`src/rtl/gf180mcu_fd_sc_mcu9t5v0__dbnc_pkg.sv`:
```
// Shared types and helpers for the debounce block and its synchronizer.
package gf180mcu_fd_sc_mcu9t5v0__dbnc_pkg;

  // STABLE: synchronized input matches Z and the count is zero.
  // QUAL:   synchronized input differs from Z and is being qualified.
  typedef enum logic {
    STABLE = 1'b0,
    QUAL   = 1'b1
  } dbnc_state_e;

  // Counter width: enough bits to hold N-1, never narrower than one bit.
  function automatic int cnt_width(input int n);
    return (n <= 2) ? 1 : $clog2(n);
  endfunction

endpackage

```
`src/rtl/gf180mcu_fd_sc_mcu9t5v0__dbnc_sync2.sv`:
```
// Two-flop synchronizer for the asynchronous long-route input.
module gf180mcu_fd_sc_mcu9t5v0__dbnc_sync2 #(
  parameter logic RVAL = 1'b0
) (
  input  logic CLK,
  input  logic RN,
  input  logic D,
  output logic Q
);

  logic s1;

  // First stage may go metastable; second stage gives it a full cycle to settle.
  always_ff @(posedge CLK) begin
    // NOTE: registers use non-blocking assignments so both stages sample
    // their inputs from the same edge; blocking here would collapse the chain.
    if (!RN) begin
      s1 <= RVAL;
      Q  <= RVAL;
    end else begin
      s1 <= D;
      Q  <= s1;
    end
  end

endmodule

```
`src/rtl/gf180mcu_fd_sc_mcu9t5v0__dbnc_func.sv`:
```
// Debouncer: synchronizes I, requires N consecutive mismatching cycles before
// Z follows, and emits registered one-cycle RISE/FALL pulses on Z changes.
module gf180mcu_fd_sc_mcu9t5v0__dbnc_func
  import gf180mcu_fd_sc_mcu9t5v0__dbnc_pkg::*;
#(
  parameter int   N    = 4,
  parameter logic RVAL = 1'b0
) (
`ifdef USE_POWER_PINS
  inout  wire  VDD,
  inout  wire  VSS,
`endif
  input  logic CLK,
  input  logic RN,
  input  logic I,
  output logic Z,
  output logic RISE,
  output logic FALL
);

  localparam int             CW      = cnt_width(N);
  localparam logic [CW-1:0]  CNT_MAX = CW'(N - 1);

  logic            s2;
  dbnc_state_e     state, state_nxt;
  logic [CW-1:0]   cnt, cnt_nxt, cnt_cur;
  logic            z_nxt, rise_nxt, fall_nxt;

  gf180mcu_fd_sc_mcu9t5v0__dbnc_sync2 #(
    .RVAL (RVAL)
  ) u_sync2 (
    .CLK (CLK),
    .RN  (RN),
    .D   (I),
    .Q   (s2)
  );

  // Next-state, counter and pulse decode from the synchronized input only.
  always_comb begin
    // NOTE: every output of this block gets a default first so no path
    // leaves a variable unassigned, which would otherwise infer a latch.
    state_nxt = STABLE;
    cnt_nxt   = '0;
    z_nxt     = Z;
    rise_nxt  = 1'b0;
    fall_nxt  = 1'b0;
    // STABLE always carries a zero count.
    cnt_cur   = (state == QUAL) ? cnt : '0;
    if (s2 != Z) begin
      if (cnt_cur == CNT_MAX) begin
        z_nxt    = s2;
        rise_nxt = s2;
        fall_nxt = ~s2;
      end else begin
        cnt_nxt   = cnt_cur + 1'b1;
        state_nxt = QUAL;
      end
    end
  end

  // State, count, level and pulse registers; reset overrides any terminal count.
  always_ff @(posedge CLK) begin
    if (!RN) begin
      state <= STABLE;
      cnt   <= '0;
      Z     <= RVAL;
      RISE  <= 1'b0;
      FALL  <= 1'b0;
    end else begin
      state <= state_nxt;
      cnt   <= cnt_nxt;
      Z     <= z_nxt;
      RISE  <= rise_nxt;
      FALL  <= fall_nxt;
    end
  end

endmodule

```
`config.mk`:
```
export PLATFORM = sky130hd
export DESIGN_NAME = gf180mcu_fd_sc_mcu9t5v0__dbnc_func
export DESIGN_NICKNAME = d
export VERILOG_FILES = /design/src/rtl/gf180mcu_fd_sc_mcu9t5v0__dbnc_pkg.sv /design/src/rtl/gf180mcu_fd_sc_mcu9t5v0__dbnc_sync2.sv /design/src/rtl/gf180mcu_fd_sc_mcu9t5v0__dbnc_func.sv
export SDC_FILE = /design/constraint.sdc
export NUM_CORES = 1
export LEC_CHECK = 0
export BUFFER_PORTS_ARGS = -buffer_cell sky130_fd_sc_hd__buf_2
export CAP_MARGIN = 20
export CORE_AREA = 2 2 39 41
export DETAILED_ROUTE_END_ITERATION = 8
export DIE_AREA = 0 0 41 43
export GPL_TIMING_DRIVEN = 0
export HOLD_SLACK_MARGIN = 0.06
export PLACE_DENSITY = 0.44
export RECOVER_POWER = 50
export SLEW_MARGIN = 0
export SYNTH_ARGS = -nofsm -noshare
export SYNTH_HDL_FRONTEND = slang
export SYNTH_SLANG_ARGS = --single-unit
```
`constraint.sdc`:
```
create_clock -name CLK -period 1.2 [get_ports CLK]
set_clock_uncertainty 0.15 [all_clocks]
set_input_delay 0.18 -clock CLK [delete_from_list [all_inputs] [get_ports CLK]]
set_output_delay 0.18 -clock CLK [all_outputs]
set_load 0.005 [all_outputs]
```
==> flow_summary.rst, run 1 <==
.. list-table::
   :header-rows: 1

   * - Metric
     - Value
   * - Syn avg cell area
     - about 12 sq um
   * - Area growth from synthesis to final layout
     - 37.0%
   * - CP required
     - between 1000 and 1500 ps
   * - Final Slew Violations
     - 0
   * - Clock Power Share
     - slightly above 40%
   * - Clock transition at path regs
     - 50 ps
   * - Post-synthesis xor/xnor area fraction
     - between 3 and 4%
   * - Highest clock frequency the design can meet
     - around 880 MHz
   * - Post-CTS setup buffer count
     - 0
   * - Slew headroom
     - 74.6%
   * - Vias in the first global route
     - around 170
   * - Share of the synthesized area in compound gates (AO/OA/AOI/OAI)
     - 0%
   * - Filler Cell Count
     - between 100 and 150
   * - Hold WS
     - ~72 ps
   * - Share of final-layout standard cells stronger than drive strength 1
     - between 40% and 50%
   * - Post-synthesis net count
     - 27
   * - DIE WIDTH
     - approximately 41 microns
   * - CP Buf/Inv Count
     - 0
   * - Part of the Yosys area used for sequential elements
     - 58.4%
   * - Final antenna diode count
     - 0
   * - DR iter-0 viols
     - 0
   * - Sum of negative setup slack
     - 0 ps
   * - Library cell occupying the most area in the post-synthesis netlist
     - sky130_fd_sc_hd__dfxtp_1
   * - Total number of placement rows
     - 14
   * - Post-Place Cell Area
     - around 330 sq um
   * - Number of failing hold endpoints at the final stage
     - 0
   * - Congestion Overflow GR
     - 0
   * - Number of remaining DRC errors
     - 0
   * - Starting density of the core
     - 19.8%
   * - Top cell type's share of synthesized area
     - between 50% and 60%
   * - DIE AREA
     - 0.00176 sq mm
   * - Most heavily used metal layer in global routing
     - met4
   * - Internal power
     - just under 0.4 mW
   * - Synthesized-area fraction occupied by adder cells
     - 4.57%
   * - Pre-antenna DRT Iters
     - 1
   * - Register area
     - 160 sq um
   * - Cell with the biggest individual delay on the critical path
     - sky130_fd_sc_hd__dfxtp_1
   * - Combinational Power Share
     - approximately 3.6%
   * - Net count, final
     - 38
   * - Final Cycle Share
     - between 90% and 100%
   * - Cell types with the largest area share after synthesis
     - sky130_fd_sc_hd__dfxtp_1 (58%), sky130_fd_sc_hd__and2_1 (9.1%), sky130_fd_sc_hd__nor3b_1 (5.5%)
   * - Crit. End Element
     - register
   * - Maximum number of pins on one net before global-route repair
     - 6
   * - Cell area after layout
     - ~380 sq um
   * - Worst-skew pair later-pin latency
     - ~250 ps
   * - Core utilization of the finished layout
     - a little over a quarter
   * - Non-Filler Instances
     - 48
   * - Mapped Area
     - around 270 sq um
   * - Root buffer cell
     - sky130_fd_sc_hd__clkbuf_4
   * - Finish-stage setup viols
     - 0
   * - Area of the multi-input gates
     - between 100 and 150 sq um
   * - Sum of routed wire length over all layers
     - 405 microns
   * - Critical path fanouts, max
     - 3
   * - Switching Fraction
     - about a fifth
   * - Yosys warning count
     - 0
   * - First-pass GRT wire length
     - ~630 microns
   * - Commonest cells after routing, fill and taps aside
     - sky130_fd_sc_hd__dfxtp_1 (8), sky130_fd_sc_hd__buf_2 (4), sky130_fd_sc_hd__clkbuf_4 (3), sky130_fd_sc_hd__and2_4 (2), sky130_fd_sc_hd__nor3b_1 (2)
   * - Max incr delay on CP
     - 310 ps
   * - Detailed-placement wirelength estimate
     - around 300 microns
   * - PwrDens
     - 1300 mW/mm^2
   * - Gpl congestion
     - 0.656
   * - Clock buffer depth
     - 2
   * - Minimum period implied by the final worst setup slack
     - about 1100 ps
   * - Distinct cell type count after synthesis
     - 12
   * - Highest ir drop seen on vdd
     - 0.375 mV
   * - Ordered list of cells on the worst path
     - and2_4, ha_4, nand2b_4, nor3b_2
   * - Number of buffers inserted by port buffering
     - 5
   * - Standby leakage power
     - roughly 0.14 nW
   * - Data arrival time of the worst path
     - about 1200 ps
   * - Max capacitance violation total
     - 0
   * - CTS HTree Levels
     - 1
   * - Mean number of vias per cell
     - roughly 3.7
   * - Sinks on Clock Net
     - 8
   * - Total routing usage reported by global routing
     - under 10%
   * - Net Switching
     - 0.0936 mW
   * - Portion of netlist area occupied by mux cells
     - ~3.7%
   * - Clock buffer count from CTS
     - 3
   * - CTS tree
     - done
   * - Least-Margin Pin Slew
     - between 300 and 400 ps
   * - Global routing usage on met3
     - 4.71%
   * - Die height
     - 43 microns
   * - Hold WC Path Type
     - input port to register
   * - Kind of critical path
     - register to register
   * - Number of top-level pins
     - 6
   * - Cell type group with the largest total delay on the critical path
     - simple AND/OR/NAND/NOR gates
   * - Global-route track usage on met2
     - under 10%
   * - Gate count of the mapped netlist
     - 23
   * - Dominant combinational cell family by area after synthesis
     - simple AND/OR/NAND/NOR gates
   * - Placed Cells incl. Taps
     - 44
   * - Met1 Use GR
     - under 10%
   * - Result of the run
     - finished clean
   * - Number of antenna-violating nets in the routed design
     - 0
   * - Sequential power share
     - 56.0%
   * - Wire per inst
     - between 8 and 9 microns
   * - Critical Path Source Type
     - register
   * - Most frequent standard cell in the layout excluding fill and tap cells
     - sky130_fd_sc_hd__dfxtp_1
   * - RSZ-0062 raised after global routing
     - false
   * - Area of the placeable core
     - ~0.0014 sq mm
   * - Initial antenna violation count
     - 0
   * - Synthesized flop and latch total
     - 8
   * - Via count
     - approximately 180
   * - Simple logic cell fraction of the synthesized area
     - 30.1%
## state kept, by name, indices dropped and copies added (netlist names)
signal	cells
u_sync2.s1	1
state	1
u_sync2.Q	1
Z	1
cnt	2
RISE	1
FALL	1
## final timing paths
| kind | startpoint | endpoint | slack, ps | cells after the start |
|---|---|---|---|---|
| worst max-delay path | state | cnt[1] | 70 | 4 |
| worst min-delay path | RN | u_sync2.s1 | 70 | 2 |
| worst max register to register | state | cnt[1] | 70 | 4 |
| worst min register to register | u_sync2.s1 | u_sync2.Q | 290 | 1 |
## cell families (layout without fill, tap and decap cells)
kind of cell	count (synthesis)	count (layout)
fa+ha+maj	1	1
simple gates	12	12
buf+inv	0	9
xor+xnor	1	1
flops	8	8
mux	1	1
## synthesized netlist by cell type
cell type and number:
sky130_fd_sc_hd__dfxtp_1 8, sky130_fd_sc_hd__and2_1 4, sky130_fd_sc_hd__nor3b_1 2, sky130_fd_sc_hd__ha_1 1
sky130_fd_sc_hd__mux2i_1 1, sky130_fd_sc_hd__nand2_1 1, sky130_fd_sc_hd__nand2b_1 1, sky130_fd_sc_hd__nor2_1 1
sky130_fd_sc_hd__nor2b_1 1, sky130_fd_sc_hd__nor3_2 1, sky130_fd_sc_hd__nor3b_2 1, sky130_fd_sc_hd__xnor2_1 1
## power groups by stage
stage	combinational [mW]	sequential [mW]	clock, mW
finish	0.0178	0.274	0.197
global route	0.0195	0.273	0.227
CTS	0.0184	0.273	0.210
detailed placement	0.0156	0.278	0
global placement	0.0151	0.278	0
floorplan	0.00921	0.278	0
## per-stage QoR
stage,total power [mW],setup slack (ps)
2_1_floorplan,0.287,35.3
3_3_place_gp,0.293,-5.46
3_5_place_dp,0.294,-28.3
4_1_cts,0.501,17.5
5_1_grt,0.520,2.61
6_report,0.488,67.4
## area by class of cell
type	instances	area share [%]
clock buffer	3	6.00
multi-input combinational	15	37.0
sequential	8	42.7
tap	16	5.33
timing repair buffer	6	9.00
## metal layers
layer	share of wire (%)	wire length (microns)	up-vias
met2	41	165	7
met5	0	0	-
met3	11	44	4
met4	4.2	17	0
met1	44	179	74
li1	-	-	94
## timing repair
item                                    4_1_cts  5_1_grt
endpoints found under the setup margin        4        4
pin swaps                                     1        0
hold buffers                                  1        0
cloned                                        0        0
endpoints found under the hold margin         1        0
resized for setup                             2        2
No activity file was read; power rests on OpenSTA's default activity.
==> run 2, diff against run 1 <==
--- a/config.mk
+++ b/config.mk
@@ -8,6 +8,7 @@
 export BUFFER_PORTS_ARGS = -buffer_cell sky130_fd_sc_hd__buf_2
 export CAP_MARGIN = 20
 export CORE_AREA = 2 2 39 41
+export CTS_BUF_LIST = sky130_fd_sc_hd__clkbuf_2
 export DETAILED_ROUTE_END_ITERATION = 8
 export DIE_AREA = 0 0 41 43
 export GPL_TIMING_DRIVEN = 0
==> run 2 against run 1 <==
Net effect: power fell by 9.0%; critical endpoint unchanged; critical path depth is the same; via count increased by 1.7%; highest routed layer unchanged; core utilization is 0.45 points lower; largest power group unchanged; maximum frequency down 0.69%; count of clock-buffer cells in the layout stayed put; first-iteration DRC count did not move; sequential share of layout area rose by 1.1 points; final area shrank 1.7%; register-to-register slack is essentially flat; sequential power about the same; cell count stayed put.
==> flow_summary.rst, run 2 (synthesized netlist as in run 1, its figures left out) <==
.. list-table::
   :header-rows: 1

   * - Metric
     - Value
   * - Clock Power Share
     - 34.6% (-5.8 points)
   * - Number of remaining DRC errors
     - 0 (unchanged)
   * - Number of failing hold endpoints at the final stage
     - 0 (unchanged)
   * - Clock buffer depth
     - 2 (unchanged)
   * - Gpl congestion
     - 0.656 (unchanged)
   * - RSZ-0062 raised after global routing
     - false
   * - Max capacitance violation total
     - 0 (unchanged)
   * - Highest clock frequency the design can meet
     - 877 MHz (-0.69%)
   * - Wire per inst
     - 8.63 microns (+2.2%)
   * - Area of the multi-input gates
     - 139 sq um (unchanged)
   * - Via count
     - 182 (+1.7%)
   * - Maximum number of pins on one net before global-route repair
     - 6 (unchanged)
   * - Most frequent standard cell in the layout excluding fill and tap cells
     - sky130_fd_sc_hd__dfxtp_1
   * - Net count, final
     - 38 (unchanged)
   * - Final Slew Violations
     - 0 (unchanged)
   * - Register with the most flip-flops
     - cnt
   * - Initial antenna violation count
     - 0 (unchanged)
   * - First-pass GRT wire length
     - 627 microns (unchanged)
   * - DR iter-0 viols
     - 0 (unchanged)
   * - Switching Fraction
     - 21.7% (+2.5 points)
   * - Data arrival time of the worst path
     - 1150 ps (about the same)
   * - PwrDens
     - 1200 mW/mm^2 (-7.4%)
   * - Post-CTS setup buffer count
     - 0 (unchanged)
   * - Net Switching
     - 0.0963 mW (+2.9%)
   * - Detailed-placement wirelength estimate
     - 299 microns (unchanged)
   * - Core utilization of the finished layout
     - 26.7% (-0.45 points)
   * - Combinational Power Share
     - 4.0% (+0.4 points)
   * - Least-Margin Pin Slew
     - 378 ps (-0.0768 ps)
   * - Cell type group with the largest total delay on the critical path
     - simple AND/OR/NAND/NOR gates
   * - Standby leakage power
     - 0.137 nW (-0.64%)
   * - Critical path fanouts, max
     - 3 (unchanged)
   * - Hold WS
     - 90.8 ps (+19.1 ps)
   * - Largest register FFs
     - 2 (unchanged)
   * - Total number of placement rows
     - 14 (unchanged)
   * - Area of the placeable core
     - 0.00138 sq mm (unchanged)
   * - Ordered list of cells on the worst path
     - and2_4, ha_4, nand2b_4, nor3b_2
   * - Final Cycle Share
     - 95.0% (+0.66 points)
   * - Sequential power share
     - 61.3% (+5.3 points)
   * - Minimum period implied by the final worst setup slack
     - 1140 ps (+7.92 ps)
   * - Clock transition at path regs
     - 70 ps (+20 ps)
   * - Max incr delay on CP
     - 320 ps (about the same)
   * - Number of antenna-violating nets in the routed design
     - 0 (unchanged)
   * - Sum of negative setup slack
     - 0 ps (unchanged)
   * - Kind of critical path
     - register to register
   * - CP required
     - 1210 ps (-20 ps)
   * - Die height
     - 43 microns (unchanged)
   * - Total routing usage reported by global routing
     - 6.34% (unchanged)
   * - Sinks on Clock Net
     - 8 (unchanged)
   * - Share of final-layout standard cells stronger than drive strength 1
     - 43.8% (+3.1 points)
   * - Cell with the biggest individual delay on the critical path
     - sky130_fd_sc_hd__dfxtp_2
   * - Hold WC Path Type
     - input port to register
   * - Slew headroom
     - 74.6% (about the same)
   * - Vias in the first global route
     - 169 (+1.2%)
   * - Sum of routed wire length over all layers
     - 414 microns (+2.2%)
   * - Number of buffers inserted by port buffering
     - 5 (unchanged)
   * - Commonest cells after routing, fill and taps aside
     - sky130_fd_sc_hd__dfxtp_1 (7), sky130_fd_sc_hd__buf_2 (4), sky130_fd_sc_hd__clkbuf_2 (3), sky130_fd_sc_hd__and2_4 (2), sky130_fd_sc_hd__nor3b_1 (2)
   * - Finish-stage setup viols
     - 0 (unchanged)
   * - CP Buf/Inv Count
     - 0 (unchanged)
   * - Clock buffer count from CTS
     - 3 (unchanged)
   * - Highest ir drop seen on vdd
     - 0.333 mV (-11%)
   * - Worst-skew pair later-pin latency
     - 230 ps (-20 ps)
   * - CTS tree
     - done
   * - CTS HTree Levels
     - 1 (unchanged)
   * - Pre-antenna DRT Iters
     - 1 (unchanged)
   * - Congestion Overflow GR
     - 0 (unchanged)
   * - Filler Cell Count
     - 150 (+2.0%)
   * - Final antenna diode count
     - 0 (unchanged)
   * - Starting density of the core
     - 19.8% (unchanged)
   * - Area growth from synthesis to final layout
     - 34.7%
   * - DIE WIDTH
     - 41 microns (unchanged)
   * - Mean number of vias per cell
     - 3.79 (+1.7%)
   * - Internal power
     - 0.348 mW (-12%)
   * - Critical Path Source Type
     - register
   * - Crit. End Element
     - register
   * - DIE AREA
     - 0.00176 sq mm (unchanged)
   * - Root buffer cell
     - sky130_fd_sc_hd__clkbuf_2
   * - Register area
     - 161 sq um (+0.78%)
   * - Number of top-level pins
     - 6 (unchanged)
   * - Result of the run
     - finished clean
[run 2: cell count changes in the layout (fill, tap and decap cells not counted)]
cell,change
sky130_fd_sc_hd__clkbuf_2,+3
sky130_fd_sc_hd__clkbuf_4,-3
sky130_fd_sc_hd__dfxtp_1,-1
sky130_fd_sc_hd__dfxtp_2,+1
[run 2: power groups by stage]
stage	clock, mW	combinational (mW)	sequential [mW]
6_report	0.154	0.0180	0.273
5_1_grt	0.178	0.0195	0.273
3_3_place_gp	0	0.0151	0.278
4_1_cts	0.163	0.0184	0.272
3_5_place_dp	0	0.0156	0.278
2_1_floorplan	0	0.00921	0.278
[run 2: stage by stage]
stage	instances	setup slack, ps	power, mW	instance area, sq um
3_3_place_gp	44	-5.46	0.293	327
5_1_grt	48	14.7	0.471	369
4_1_cts	48	11.9	0.454	357
2_1_floorplan	23	35.3	0.287	282
3_5_place_dp	44	-28.3	0.294	327
6_report	48	59.5	0.445	369
[run 2: worst min-delay path, cell delays in order]
cell,delay [ps]
sky130_fd_sc_hd__buf_2,140
sky130_fd_sc_hd__nand2b_4,90
sky130_fd_sc_hd__nor2_1,40
[run 2: repair_timing]
item | CTS | global route
pin swaps | 1 | 0
hold buffers | 1 | 0
endpoints found under the hold margin | 1 | 0
resized for setup | 2 | 3
endpoints found under the setup margin | 4 | 4
gates cloned | 0 | 0
[run 2: metal layers]
| layer | up-vias | share of wire [%] | track usage [%] |
|---|---|---|---|
| met5 | - | 0 | 0 |
| met4 | 0 | 1.9 | 10.0 |
| met3 | 2 | 10 | 4.71 |
| met2 | 7 | 43 | 6.88 |
| met1 | 79 | 44 | 5.50 |
| li1 | 94 | - | - |
[run 2: final timing paths]
path / slack (ps) / to / startpoint / cells after the start
setup / recovery: 60 / cnt[1] / state / 4
hold / removal: 90 / state / RN / 3
setup reg to reg: 60 / cnt[1] / state / 4
hold reg to reg: 300 / u_sync2.Q / u_sync2.s1 / 1
[run 2: final cells by class]
type | instances | area share [%]
Tap cell | 16 | 5.42
Sequential cell | 8 | 43.7
Clock buffer | 3 | 4.07
Multi-Input combinational cell | 15 | 37.6
Timing Repair Buffer | 6 | 9.15
==> run 3, diff against run 2 <==
--- a/config.mk
+++ b/config.mk
@@ -15,6 +15,7 @@
 export HOLD_SLACK_MARGIN = 0.06
 export PLACE_DENSITY = 0.44
 export RECOVER_POWER = 50
+export SETUP_SLACK_MARGIN = 0.4
 export SLEW_MARGIN = 0
 export SYNTH_ARGS = -nofsm -noshare
 export SYNTH_HDL_FRONTEND = slang
==> run 3 against run 2 <==
Net effect: maximum frequency rose by 0.93%; worst setup slack better by 10 ps; combinational power decreased by 7%; count of clock-buffer cells in the layout unchanged; critical path depth unchanged; final area rose by 12%; power decreased by 0.27%; global-route usage increased by 0.62 points; die area unchanged; cell count rose by 6.3%; critical path type unchanged.
==> flow_summary.rst, run 3 (synthesized netlist as in run 1, its figures left out) <==
.. list-table::
   :header-rows: 1

   * - Metric
     - Value
   * - Kind of critical path
     - register to register
   * - Initial antenna violation count
     - 0 (unchanged)
   * - Global-route track usage on met2
     - 10.0% (+3.1 points)
   * - Cell with the biggest individual delay on the critical path
     - sky130_fd_sc_hd__dfxtp_1
   * - Sum of negative setup slack
     - 0 ps (unchanged)
   * - Cell type group with the largest total delay on the critical path
     - simple AND/OR/NAND/NOR gates
   * - Maximum number of pins on one net before global-route repair
     - 6 (unchanged)
   * - Number of buffers inserted by port buffering
     - 5 (unchanged)
   * - Clock buffer depth
     - 2 (unchanged)
   * - Die height
     - 43 microns (unchanged)
   * - Total power after layout
     - 0.443 mW (-0.27%)
   * - Global routing usage on met3
     - 3.14% (-1.6 points)
   * - Clock transition at path regs
     - 70 ps (about the same)
   * - Final antenna diode count
     - 0 (unchanged)
   * - Sinks on Clock Net
     - 8 (unchanged)
   * - Commonest cells after routing, fill and taps aside
     - sky130_fd_sc_hd__dfxtp_1 (7), sky130_fd_sc_hd__buf_2 (4), sky130_fd_sc_hd__buf_4 (4), sky130_fd_sc_hd__nor3b_2 (3), sky130_fd_sc_hd__clkbuf_2 (3)
   * - Max incr delay on CP
     - 310 ps (about the same)
   * - Total routing usage reported by global routing
     - 6.96% (+0.62 points)
   * - CP required
     - 1210 ps (about the same)
   * - Number of top-level pins
     - 6 (unchanged)
   * - CTS HTree Levels
     - 1 (unchanged)
   * - CTS tree
     - done
   * - Share of final-layout standard cells stronger than drive strength 1
     - 62.9% (+19 points)
   * - Result of the run
     - finished clean
   * - Most frequent standard cell in the layout excluding fill and tap cells
     - sky130_fd_sc_hd__dfxtp_1
   * - Starting density of the core
     - 19.8% (unchanged)
   * - Slew headroom
     - 85.3% (+11 points)
   * - Clock buffer count from CTS
     - 3 (unchanged)
   * - Number of antenna-violating nets in the routed design
     - 0 (unchanged)
   * - Mean number of vias per cell
     - 3.94 (+3.9%)
   * - Highest ir drop seen on vdd
     - 0.449 mV (+35%)
   * - Final Cycle Share
     - 94.2% (-0.87 points)
   * - Net Switching
     - 0.0961 mW (-0.18%)
   * - Congestion Overflow GR
     - 0 (unchanged)
   * - Register with the most flip-flops
     - cnt
   * - Combinational Power Share
     - 3.8% (-0.2 points)
   * - First-pass GRT wire length
     - 786 microns (+25%)
   * - Standby leakage power
     - 0.161 nW (+18%)
   * - DIE WIDTH
     - 41 microns (unchanged)
   * - Least-Margin Pin Slew
     - 219 ps (-158 ps)
   * - Internal power
     - 0.347 mW (-0.29%)
   * - Wire per inst
     - 9.18 microns (+6.4%)
   * - Final Slew Violations
     - 0 (unchanged)
   * - Sequential power share
     - 61.7% (+0.4 points)
   * - Area of the placeable core
     - 0.00138 sq mm (unchanged)
   * - CP Buf/Inv Count
     - 0 (unchanged)
   * - PwrDens
     - 1070 mW/mm^2 (-11%)
   * - Minimum period implied by the final worst setup slack
     - 1130 ps (-10.5 ps)
   * - Met1 Use GR
     - 7.19% (+1.7 points)
   * - Number of failing hold endpoints at the final stage
     - 0 (unchanged)
   * - RSZ-0062 raised after global routing
     - true
   * - Critical path fanouts, max
     - 3 (unchanged)
   * - Sum of routed wire length over all layers
     - 468 microns (+13%)
   * - Via count
     - 201 (+10%)
   * - DR iter-0 viols
     - 0 (unchanged)
   * - Hold WC Path Type
     - input port to register
   * - Total number of placement rows
     - 14 (unchanged)
   * - Area growth from synthesis to final layout
     - 51.1%
   * - Max capacitance violation total
     - 0 (unchanged)
   * - Gpl congestion
     - 0.625 (-4.6%)
   * - Finish-stage setup viols
     - 0 (unchanged)
   * - Root buffer cell
     - sky130_fd_sc_hd__clkbuf_2
   * - Largest register FFs
     - 2 (unchanged)
   * - Most heavily used metal layer in global routing
     - met2
   * - Switching Fraction
     - 21.7% (about the same)
   * - Crit. End Element
     - register
   * - Ordered list of cells on the worst path
     - and2_4, ha_4, nand2b_4, nor3b_2
   * - Worst-skew pair later-pin latency
     - 220 ps (about the same)
   * - DIE AREA
     - 0.00176 sq mm (unchanged)
   * - Highest clock frequency the design can meet
     - 885 MHz (+0.93%)
   * - Net count, final
     - 41 (+7.9%)
   * - Clock Power Share
     - 34.6% (about the same)
   * - Pre-antenna DRT Iters
     - 1 (unchanged)
   * - Number of remaining DRC errors
     - 0 (unchanged)
   * - Vias in the first global route
     - 198 (+17%)
   * - Data arrival time of the worst path
     - 1140 ps (about the same)
   * - Critical Path Source Type
     - register
[run 3: cell count changes in the layout (fill, tap and decap cells not counted), sizes merged]
cell         change
clkbuf           -1
buf              +5
dlygate4sd3      -1
[run 3: cell type report]
| type | instances | area (sq um) |
|---|---|---|
| clock buffer | 3 | 15.0 |
| fill | 160 | 970 |
| multi-input combinational | 15 | 156 |
| sequential | 8 | 161 |
| tap | 16 | 20.0 |
| timing repair buffer | 9 | 61.3 |
[run 3: power by group through the flow]
| stage | registers, mW | clock network, mW | logic (mW) |
|---|---|---|---|
| after floorplan | 0.278 | 0 | 0.00937 |
| after global placement | 0.279 | 0 | 0.0151 |
| after detailed placement | 0.279 | 0 | 0.0161 |
| after CTS | 0.273 | 0.161 | 0.0164 |
| after global routing | 0.274 | 0.177 | 0.0191 |
| final | 0.274 | 0.153 | 0.0167 |
[run 3: through the flow]
stage	cells	setup WS [ps]	utilization [%]	cell area (sq um)	hold slack [ps]
global placement	44	97.6	24.9	344	240
floorplan	23	122	-	299	152
CTS	50	65.9	27.7	383	13.0
global route	51	43.9	29.9	414	31.7
detailed placement	44	83.2	24.9	344	258
finish	51	69.9	29.9	414	21.9
[run 3: what timing repair did]
item                                    in CTS  in global routing
resized for setup                            1                  7
hold endpoints to repair                     1                  1
gates cloned                                 0                  0
buffers inserted                             3                  1
endpoints found under the setup margin       9                  9
pin swaps                                    1                  1
[run 3: metal layers]
| layer | up-vias | wire, microns |
|---|---|---|
| met4 | 0 | 0 |
| met5 | - | 0 |
| met2 | 7 | 246 |
| met3 | 0 | 23 |
| li1 | 99 | - |
| met1 | 95 | 197 |
[run 3: worst paths after layout]
check / from / to / slack (ps) / cells past startpoint
max: cnt[1] / cnt[1] / 70 / 4
min: I / u_sync2.s1 / 20 / 2
max reg2reg: cnt[1] / cnt[1] / 70 / 4
min reg2reg: u_sync2.s1 / u_sync2.Q / 300 / 1
[run 3: worst register-to-register path: cells and delay by family, from the launching register on]
kind	cells	cell delay (ps)
AND/OR/NAND/NOR	3	450
flip-flops	1	310
adder cells (fa/ha/maj)	1	160
